===== config.mk =====
export PLATFORM = sky130hd
export DESIGN_NAME = udp_payload_mgr_flat
export DESIGN_NICKNAME = d
export VERILOG_FILES = /design/src/rtl/udp_payload_mgr_if.sv /design/src/rtl/udp_payload_mgr.sv /design/src/flat_wrapper.sv
export SDC_FILE = /design/constraint.sdc
export NUM_CORES = 1
export LEC_CHECK = 0
export CORE_MARGIN = 4
export CORE_UTILIZATION = 29
export CTS_CLUSTER_DIAMETER = 100
export DETAILED_ROUTE_END_ITERATION = 10
export HOLD_SLACK_MARGIN = 0.12
export PLACE_DENSITY = 0.59
export SLEW_MARGIN = 20
export SYNTH_ARGS = -nofsm -noshare
export SYNTH_HDL_FRONTEND = slang
export SYNTH_SLANG_ARGS = --single-unit

===== constraint.sdc =====
create_clock -name e_rxc -period 3.2 [get_ports e_rxc]
set_input_delay 0.64 -clock e_rxc [delete_from_list [all_inputs] [get_ports e_rxc]]
set_output_delay 0.64 -clock e_rxc [all_outputs]
set_load 0.03 [all_outputs]

===== src/rtl/udp_payload_mgr_if.sv =====
// Bus bundle between the UDP core, the payload RAM write port and the TX
// length registers. The manager is the slave side; the UDP core (or a bench)
// is the master side.
`timescale 1ns/1ps
interface udp_payload_mgr_if #(
  parameter int DATA_W = 32,
  parameter int ADDR_W = 9
) ();
  logic              rx_wr_en;
  logic [ADDR_W-1:0] rx_wr_addr;
  logic [DATA_W-1:0] rx_wr_data;
  logic              data_receive;
  logic [15:0]       rx_data_length;
  logic [15:0]       rx_total_length;
  logic              ram_wea;
  logic [ADDR_W-1:0] ram_addra;
  logic [DATA_W-1:0] ram_dina;
  logic [15:0]       tx_data_length;
  logic [15:0]       tx_total_length;

  modport slave (
    input  rx_wr_en, rx_wr_addr, rx_wr_data, data_receive,
    input  rx_data_length, rx_total_length,
    output ram_wea, ram_addra, ram_dina, tx_data_length, tx_total_length
  );

  modport master (
    output rx_wr_en, rx_wr_addr, rx_wr_data, data_receive,
    output rx_data_length, rx_total_length,
    input  ram_wea, ram_addra, ram_dina, tx_data_length, tx_total_length
  );
endinterface


===== src/rtl/udp_payload_mgr.sv =====
// UDP payload manager: owns the payload RAM write port and the TX length
// registers. Writes a default payload after reset or re-initialisation,
// then either echoes received frames (loopback) or keeps the defaults.
`timescale 1ns/1ps
module udp_payload_mgr #(
  parameter int DATA_W = 32,
  parameter int ADDR_W = 9,
  parameter int INIT_WORDS = 5,
  parameter int INIT_BASE = 1,
  parameter logic [INIT_WORDS*DATA_W-1:0] INIT_DATA = {
    32'h30300A0D, 32'h41583731, 32'h494E5820, 32'h4F20414C, 32'h48454C4C
  },
  parameter logic [15:0] DEF_DATA_LEN = 16'd28,
  parameter logic [15:0] DEF_TOT_LEN = 16'd48,
  parameter logic [15:0] MAX_DATA_LEN = 16'd2052
) (
  input  logic               e_rxc,
  input  logic               reset_n,
  input  logic               mode_loopback,
  input  logic               reinit,
  udp_payload_mgr_if.slave   bus,
  output logic               init_done,
  output logic               len_err
);

  typedef enum logic {INIT, RUN} state_t;

  localparam logic [ADDR_W-1:0] LAST_IDX  = ADDR_W'(INIT_WORDS - 1);
  localparam logic [ADDR_W-1:0] BASE_ADDR = ADDR_W'(INIT_BASE);

  state_t            state_q, state_d;
  logic [ADDR_W-1:0] idx_q, idx_d;
  logic              mode_prev_q;

  logic [16:0]       len_sum;
  logic              frame_valid;
  logic              frame_seen;
  logic              mode_fall;
  logic              restart;
  logic [DATA_W-1:0] init_word;

  logic              wea_d;
  logic [ADDR_W-1:0] addra_d;
  logic [DATA_W-1:0] dina_d;
  logic [15:0]       tx_dlen_d, tx_tlen_d;
  logic              init_done_d, len_err_d;

  // Frame validation, mode-drop detection and the combined restart request
  always_comb begin
    len_sum     = {1'b0, bus.rx_data_length} + 17'd20;
    frame_valid = (bus.rx_data_length >= 16'd8) &&
                  (bus.rx_data_length <= MAX_DATA_LEN) &&
                  !len_sum[16] &&
                  (len_sum[15:0] == bus.rx_total_length);
    frame_seen  = (state_q == RUN) && mode_loopback && bus.data_receive;
    mode_fall   = (state_q == RUN) && mode_prev_q && !mode_loopback;
    restart     = reinit || mode_fall || (frame_seen && !frame_valid);
    init_word   = INIT_DATA[int'(idx_q)*DATA_W +: DATA_W];
  end

  // State register: FSM state, default-word index and previous mode sample
  always_ff @(posedge e_rxc or negedge reset_n) begin
    if (!reset_n) begin
      state_q     <= INIT;
      idx_q       <= '0;
      mode_prev_q <= 1'b0;
    end else begin
      state_q     <= state_d;
      idx_q       <= idx_d;
      mode_prev_q <= mode_loopback;
    end
  end

  // Next state: any restart returns to word 0, INIT walks the table then runs
  always_comb begin
    state_d = state_q;
    idx_d   = idx_q;
    if (restart) begin
      state_d = INIT;
      idx_d   = '0;
    end else if (state_q == INIT) begin
      if (idx_q == LAST_IDX) begin
        state_d = RUN;
        idx_d   = '0;
      end else begin
        idx_d = idx_q + 1'b1;
      end
    end
  end

  // Output decode: next values of the registered RAM port and length outputs
  always_comb begin
    wea_d       = 1'b0;
    addra_d     = bus.ram_addra;
    dina_d      = bus.ram_dina;
    tx_dlen_d   = bus.tx_data_length;
    tx_tlen_d   = bus.tx_total_length;
    len_err_d   = frame_seen && !frame_valid && !reinit;
    init_done_d = (state_q == RUN) && !restart;
    if (state_q == INIT) begin
      if (!reinit) begin
        wea_d   = 1'b1;
        addra_d = BASE_ADDR + idx_q;
        dina_d  = init_word;
      end
    end else if (mode_loopback && bus.rx_wr_en) begin
      wea_d   = 1'b1;
      addra_d = bus.rx_wr_addr;
      dina_d  = bus.rx_wr_data;
    end
    if (restart) begin
      tx_dlen_d = DEF_DATA_LEN;
      tx_tlen_d = DEF_TOT_LEN;
    end else if (frame_seen && frame_valid) begin
      tx_dlen_d = bus.rx_data_length;
      tx_tlen_d = bus.rx_total_length;
    end
  end

  // Output register: every output is a flop so the RAM port lags by one cycle
  always_ff @(posedge e_rxc or negedge reset_n) begin
    if (!reset_n) begin
      bus.ram_wea         <= 1'b0;
      bus.ram_addra       <= '0;
      bus.ram_dina        <= '0;
      bus.tx_data_length  <= DEF_DATA_LEN;
      bus.tx_total_length <= DEF_TOT_LEN;
      init_done           <= 1'b0;
      len_err             <= 1'b0;
    end else begin
      bus.ram_wea         <= wea_d;
      bus.ram_addra       <= addra_d;
      bus.ram_dina        <= dina_d;
      bus.tx_data_length  <= tx_dlen_d;
      bus.tx_total_length <= tx_tlen_d;
      init_done           <= init_done_d;
      len_err             <= len_err_d;
    end
  end

endmodule


===== src/flat_wrapper.sv =====
// flat-port wrapper written by rule: the top's interface ports become plain ports
module udp_payload_mgr_flat 
#(
  parameter int DATA_W = 32,
  parameter int ADDR_W = 9,
  parameter int INIT_WORDS = 5,
  parameter int INIT_BASE = 1,
  parameter logic [INIT_WORDS*DATA_W-1:0] INIT_DATA = {
    32'h30300A0D, 32'h41583731, 32'h494E5820, 32'h4F20414C, 32'h48454C4C
  },
  parameter logic [15:0] DEF_DATA_LEN = 16'd28,
  parameter logic [15:0] DEF_TOT_LEN = 16'd48,
  parameter logic [15:0] MAX_DATA_LEN = 16'd2052
)
  (e_rxc, reset_n, mode_loopback, reinit, init_done, len_err, bus_rx_wr_en, bus_rx_wr_addr, bus_rx_wr_data, bus_data_receive, bus_rx_data_length, bus_rx_total_length, bus_ram_wea, bus_ram_addra, bus_ram_dina, bus_tx_data_length, bus_tx_total_length);
  udp_payload_mgr_if #(.DATA_W(DATA_W), .ADDR_W(ADDR_W)) bus_i ();
  input  logic e_rxc;
  input  logic reset_n;
  input  logic mode_loopback;
  input  logic reinit;
  output logic init_done;
  output logic len_err;
  input wire logic [$bits(bus_i.rx_wr_en)-1:0] bus_rx_wr_en;
  input wire logic [$bits(bus_i.rx_wr_addr)-1:0] bus_rx_wr_addr;
  input wire logic [$bits(bus_i.rx_wr_data)-1:0] bus_rx_wr_data;
  input wire logic [$bits(bus_i.data_receive)-1:0] bus_data_receive;
  input wire logic [$bits(bus_i.rx_data_length)-1:0] bus_rx_data_length;
  input wire logic [$bits(bus_i.rx_total_length)-1:0] bus_rx_total_length;
  output wire logic [$bits(bus_i.ram_wea)-1:0] bus_ram_wea;
  output wire logic [$bits(bus_i.ram_addra)-1:0] bus_ram_addra;
  output wire logic [$bits(bus_i.ram_dina)-1:0] bus_ram_dina;
  output wire logic [$bits(bus_i.tx_data_length)-1:0] bus_tx_data_length;
  output wire logic [$bits(bus_i.tx_total_length)-1:0] bus_tx_total_length;
  assign bus_i.rx_wr_en = bus_rx_wr_en;
  assign bus_i.rx_wr_addr = bus_rx_wr_addr;
  assign bus_i.rx_wr_data = bus_rx_wr_data;
  assign bus_i.data_receive = bus_data_receive;
  assign bus_i.rx_data_length = bus_rx_data_length;
  assign bus_i.rx_total_length = bus_rx_total_length;
  assign bus_ram_wea = bus_i.ram_wea;
  assign bus_ram_addra = bus_i.ram_addra;
  assign bus_ram_dina = bus_i.ram_dina;
  assign bus_tx_data_length = bus_i.tx_data_length;
  assign bus_tx_total_length = bus_i.tx_total_length;
  udp_payload_mgr #(.DATA_W(DATA_W), .ADDR_W(ADDR_W), .INIT_WORDS(INIT_WORDS), .INIT_BASE(INIT_BASE), .INIT_DATA(INIT_DATA), .DEF_DATA_LEN(DEF_DATA_LEN), .DEF_TOT_LEN(DEF_TOT_LEN), .MAX_DATA_LEN(MAX_DATA_LEN)) u_core (.e_rxc(e_rxc), .reset_n(reset_n), .mode_loopback(mode_loopback), .reinit(reinit), .bus(bus_i), .init_done(init_done), .len_err(len_err));
endmodule

---- After elaboration in Yosys (flattened, before gate mapping) ----
Index checks and enable logic that the tools add are counted.
operators by class
  add/subtract/negate cells ............... 2
  magnitude comparators ................... 2
  equal/unequal tests ..................... 5
  shift-type cells ........................ 1
  mux-type cells .......................... 19
  reduce and logical (&&, ||, !) cells .... 21
operators with widths
  operator                    number
  $shiftx 160x15->32 const A  1
  $mux 32                     3
  $mux 16                     4
  $mux 9                      6
  $add 16x5->17 const B       1
  $eq 16x16->1                1
  $ge 16x4->1 const B         1
  $le 16x12->1 const B        1
  $logic_and 1x1->1           12
  $add 9x1->9 const B         1
  $eq 9x3->1 const B          1
  $mux 1                      6
  $logic_not 1->1             5
  $ne 2x2->1 const B          2
  $logic_or 1x1->1            2
  $ne 2x1->1 const B          1
  $reduce_and 2->1            1
  $reduce_bool 2->1           1
word-level totals
  register bits ........................... 87
  input port bits ......................... 79
  output and inout bits ................... 76
  word-level logic and storage cells ...... 60

---- Longest topological paths before layout ----
  depth in word-level cells ............... 9
  depth in mapped cells ................... 10
  depth with buffers taken out ............ 8

---- Worst setup path after synthesis ----
No wires, ideal clock.
  path type ............................... input to register
  start ................................... input bus_rx_data_length[7]
  end ..................................... register u_core.bus.tx_data_length[6]
  library setup time ...................... 0.090 ns
  data arrival time ....................... 2.763 ns
  required time ........................... 3.110 ns
  path slack .............................. 0.347 ns
  cell stages on the path ................. 9
  path buffers ............................ 3
  cell sequence ........................... buf_2 > nand3_2 > or3_1 > a211o_1 > a2111o_1 > or4_1 > buf_4 > buf_6 > o31ai_4
between the ends
  word-level cells in the longest chain between the ends .. 8
  elaborated cells on any way between the ends .. 14
  those cells by class .................... add/sub: 1; order compare: 2; eq/ne: 1; mux: 1; reduce/logical: 9
RTL lines
  element                                                line                      source
  start: declaration                                     flat_wrapper.sv:27        input wire logic [$bits(bus_i.rx_data_length)-1:0] bus_rx_data_length;
  branches (longest 3 deep; another with $add 16x5->17)  -
  $logic_and 1x1->1 *                                    udp_payload_mgr.sv:53     !len_sum[16] &&
  $logic_not 1->1                                        udp_payload_mgr.sv:57     restart = reinit || mode_fall || (frame_seen && !frame_valid);
  $logic_and 1x1->1                                      udp_payload_mgr.sv:57
  $logic_or 1x1->1                                       udp_payload_mgr.sv:57
  $mux 16 / $reduce_bool 2->1 (equally long branches)    -
  end signal: assignment                                 udp_payload_mgr.sv:134    bus.tx_data_length <= tx_dlen_d;
  end: declaration                                       udp_payload_mgr_if.sv:24  output ram_wea, ram_addra, ram_dina, tx_data_length, tx_total_length
Every way passes the cells marked *.
A chain may end at the register's enable or synchronous reset.

---- Final worst setup path ----
  start ................................... input bus_rx_data_length[2]
  end ..................................... register u_core.idx_q[6]
between the ends
  word-level cells in the longest chain between the ends .. 8
  elaborated cells on any way between the ends .. 13
  those cells by class .................... add/sub: 1; order compare: 2; eq/ne: 2; mux: 1; reduce/logical: 7
RTL lines
  element                                                line                   source
  branches (longest 3 deep; another with $add 16x5->17)  -
  $logic_and 1x1->1 *                                    udp_payload_mgr.sv:53
  $logic_not 1->1 *                                      udp_payload_mgr.sv:57
  $logic_and 1x1->1 *                                    udp_payload_mgr.sv:57
  $logic_or 1x1->1 *                                     udp_payload_mgr.sv:57
  $ne 2x2->1 (no line) / $mux 9 (equally long branches)  -
  end signal: assignment                                 udp_payload_mgr.sv:69  idx_q <= idx_d;
  end: declaration                                       udp_payload_mgr.sv:32  logic [ADDR_W-1:0] idx_q, idx_d;
Marks and branches as above.

==> results.md <==
- Count of filler cells inserted in the layout: roughly 1400
- GR peak layer: met2
- Starting DRT DRC Count: around 260
- Post-synthesis sequential area ratio: roughly half
- Ranking of synthesized cells by area: dfrtp_1 46%, nand2_1 6.9%, a21oi_1 4.1%
- Clk buf depth: 2
- Yosys reg bits: 87
- Pins Over Slew Limit: 0
- CTS H-tree depth: 3
- Dpl hpwl: 10.5 mm
- Net Count, Synth: 568
- Hold slack: 358 ps
- CTS clk-pin slew, worst paths: 60 ps
- N_diodes: 0
- Post-synth EDFFs: 0
- Most frequent cells after synthesis: 82 x dfrtp_1, 81 x nand2_1, 47 x nor2_1
- Fin area: 6590 um2
- Cell Pwr Density: ~520 nW/um2
- Crit path max fanout: 18
- Die W: roughly 130 um
- Startpoint Class: input port
- Die Area: 17300 um2
- TritonCTS buffer count: 9
- First-pass GRT wire length: ~23 mm
- Remaining Overflow, GRT: 0
- Least-Margin Pin Slew: roughly 950 ps
- Worst EP required: ~3500 ps
- Multi-input gate area: between 2000 and 2500 um2
- Largest net degree at the start of global routing: 88
- Worst-skew pair later-pin latency: 340 ps
- IO Count: about 160
- GR Util met3: under 10%
- Clock skew: between 10 and 15 ps
- Synth Cell Area: around 4400 um2
- Cells after Synth: about 480
- DIE HEIGHT: around 130 um
- Flip-flop and latch area: 2180 um2
- Layout area overhead: 49.0%
- Fraction of registers with async set/reset: between 90% and 100%
- Post-layout minimum cycle time: ~3100 ps
- Crit end category: flop
- Syn avg cell area: roughly 9.2 um2
- Post-synth top area share: between 40 and 50%
- Slew headroom: 36.5%
- Setup Fix Bufs, Post-CTS: 0
- Layout cells sized above 1: under 10%
- GR Util met1: between 20% and 30%
- Final setup fails: 0
- Routed WL: between 10 and 15 mm
- Vias in the first global route: ~4300
- Reg2reg path depth: 5
- DRC violations left: 0
- Clk root buf: clkbuf_16
- Synth unique cells: between 50 and 60
- Pleak: 0.00264 uW
- Cells after DPL: ~800
- Crit Path Class: in2reg
- Std cell rows: 44
- Vias: roughly 4200
- Final non-filler cell total: between 800 and 900
- Cell taking the most area after synthesis: dfrtp_1
- Initial core utilization: 30.0%
- Clock sinks: slightly below 90
- Status: finished clean
- Antenna viol nets, final: 0
- Arr. time, crit path: ~3300 ps
- Avg WL per Cell: 16.3 um
- Via-per-instance ratio: between 4 and 5
- Tcrit/Tclk final: between 90% and 100%
- RSZ-0062 raised after global routing: false
- Ys Warns: 0
- PortBufs: 154
- Instance area at placement: ~6300 um2
- Core footprint: roughly 15000 um2
- First-pass DRT Iterations: 4
- Count leader, synth: dfrtp_1
- Final #Nets: ~730
- CTS tree: built
- Final GP Congestion: 0.888
- Max Cap Violations: 0
- Worst VDD drop: around 0.28 mV
- Hold Fails Final Rpt: 0
- Fmax: about 0.33 GHz
- Initial antenna violation count: 0
- Tightest Hold Check Type: in2async
- Top_reg_cell synth: dfrtp_1
- Met2 global-route usage: between 20% and 30%
- GRT Util Overall: between 10% and 20%
## final timing paths
check,from,slack [ps],endpoint
min in group e_rxc,u_core.bus.tx_total_length[2],480,u_core.bus.tx_total_length[2]
max reg2reg,u_core.state_q,770,u_core.bus.ram_addra[4]
max,bus_rx_data_length[2],140,u_core.idx_q[6]
min,reset_n,360,u_core.bus.ram_dina[20]
min reg2reg,u_core.bus.tx_total_length[2],480,u_core.bus.tx_total_length[2]
max in group asynchronous,reset_n,2300,u_core.bus.tx_total_length[6]
## where the power goes
group / total (uW) / switching, uW / internal [uW] / leakage, uW
clock network: 1030 / 421 / 605 / 0.000140
registers: 1330 / 101 / 1230 / 0.00112
logic: 1050 / 595 / 457 / 0.00138
total: 3410 / 1120 / 2300 / 0.00264
## layer usage
| metal | wire [um] | vias up |
|---|---|---|
| met1 | 6130 | 1987 |
| met2 | 6270 | 163 |
| li1 | - | 1995 |
| met3 | 977 | 18 |
| met4 | 208 | 0 |
| met5 | 0 | - |
## sequential cells by signal, indices dropped and copies added, names as in the netlist, 9 cells and up
name / flops
u_core.bus.tx_data_length: 16
u_core.bus.ram_addra: 9
u_core.idx_q: 9
u_core.bus.tx_total_length: 16
u_core.bus.ram_dina: 32
## per-stage QoR
step	power, uW	setup TNS (ps)	setup WS (ps)	utilization, %
floorplan	1900	0	347	-
global placement	2400	-5460	-208	42.6
detailed placement	2410	-5940	-244	42.6
CTS	3460	0	111	44.6
global route	3600	0	18.4	44.7
finish	3410	0	145	44.7
## critical path, cell delays in order
cell	delay, ps
clkdlybuf4s50_1	490
ha_1	170
o211ai_1	200
a211o_1	300
a2111oi_1	390
a21oi_1	80
or4_4	550
buf_8	180
buf_4	170
o21ai_1	140
## cells by family after synthesis
kind of cell	share of synthesized area (%)
simple gates	19.0
compound gates	18.4
flops	49.3
buf+inv	4.13
xor+xnor	5.15
mux	2.32
fa+ha+maj	1.70
## placed cells by master (no fill, tap or decap), types with 3 or more instances in the layout
cell and count:
and3_1 3, dfrtp_1 82, a31oi_1 5, mux2i_1 8
clkbuf_16 9, ha_1 6, a221oi_1 5, o21ai_1 26
nand3_1 5, inv_1 9, clkdlybuf4s50_1 153, o21ai_0 20
buf_4 28, dfstp_2 5, xnor2_1 17, nand4_1 4
a22oi_1 6, nor2_1 46, xor2_1 9, a21oi_1 35
and2_1 14, a22o_1 5, nor4_1 5, nand2b_1 7
nor3_1 9, nand2_1 81
## layout make-up
type	count	share of cell area, %
Inverter	9	0.512
Clock buffer	11	3.53
Timing Repair Buffer	184	27.1
Sequential cell	87	33.1
Clock inverter	5	0.854
Tap cell	184	3.49
Multi-Input combinational cell	355	31.4
## what timing repair did
item,4_1_cts,5_1_grt
endpoints found under the setup margin,0,23
hold buffers,0,0
resized for setup,0,4
Power figures use the tool's default switching activity.
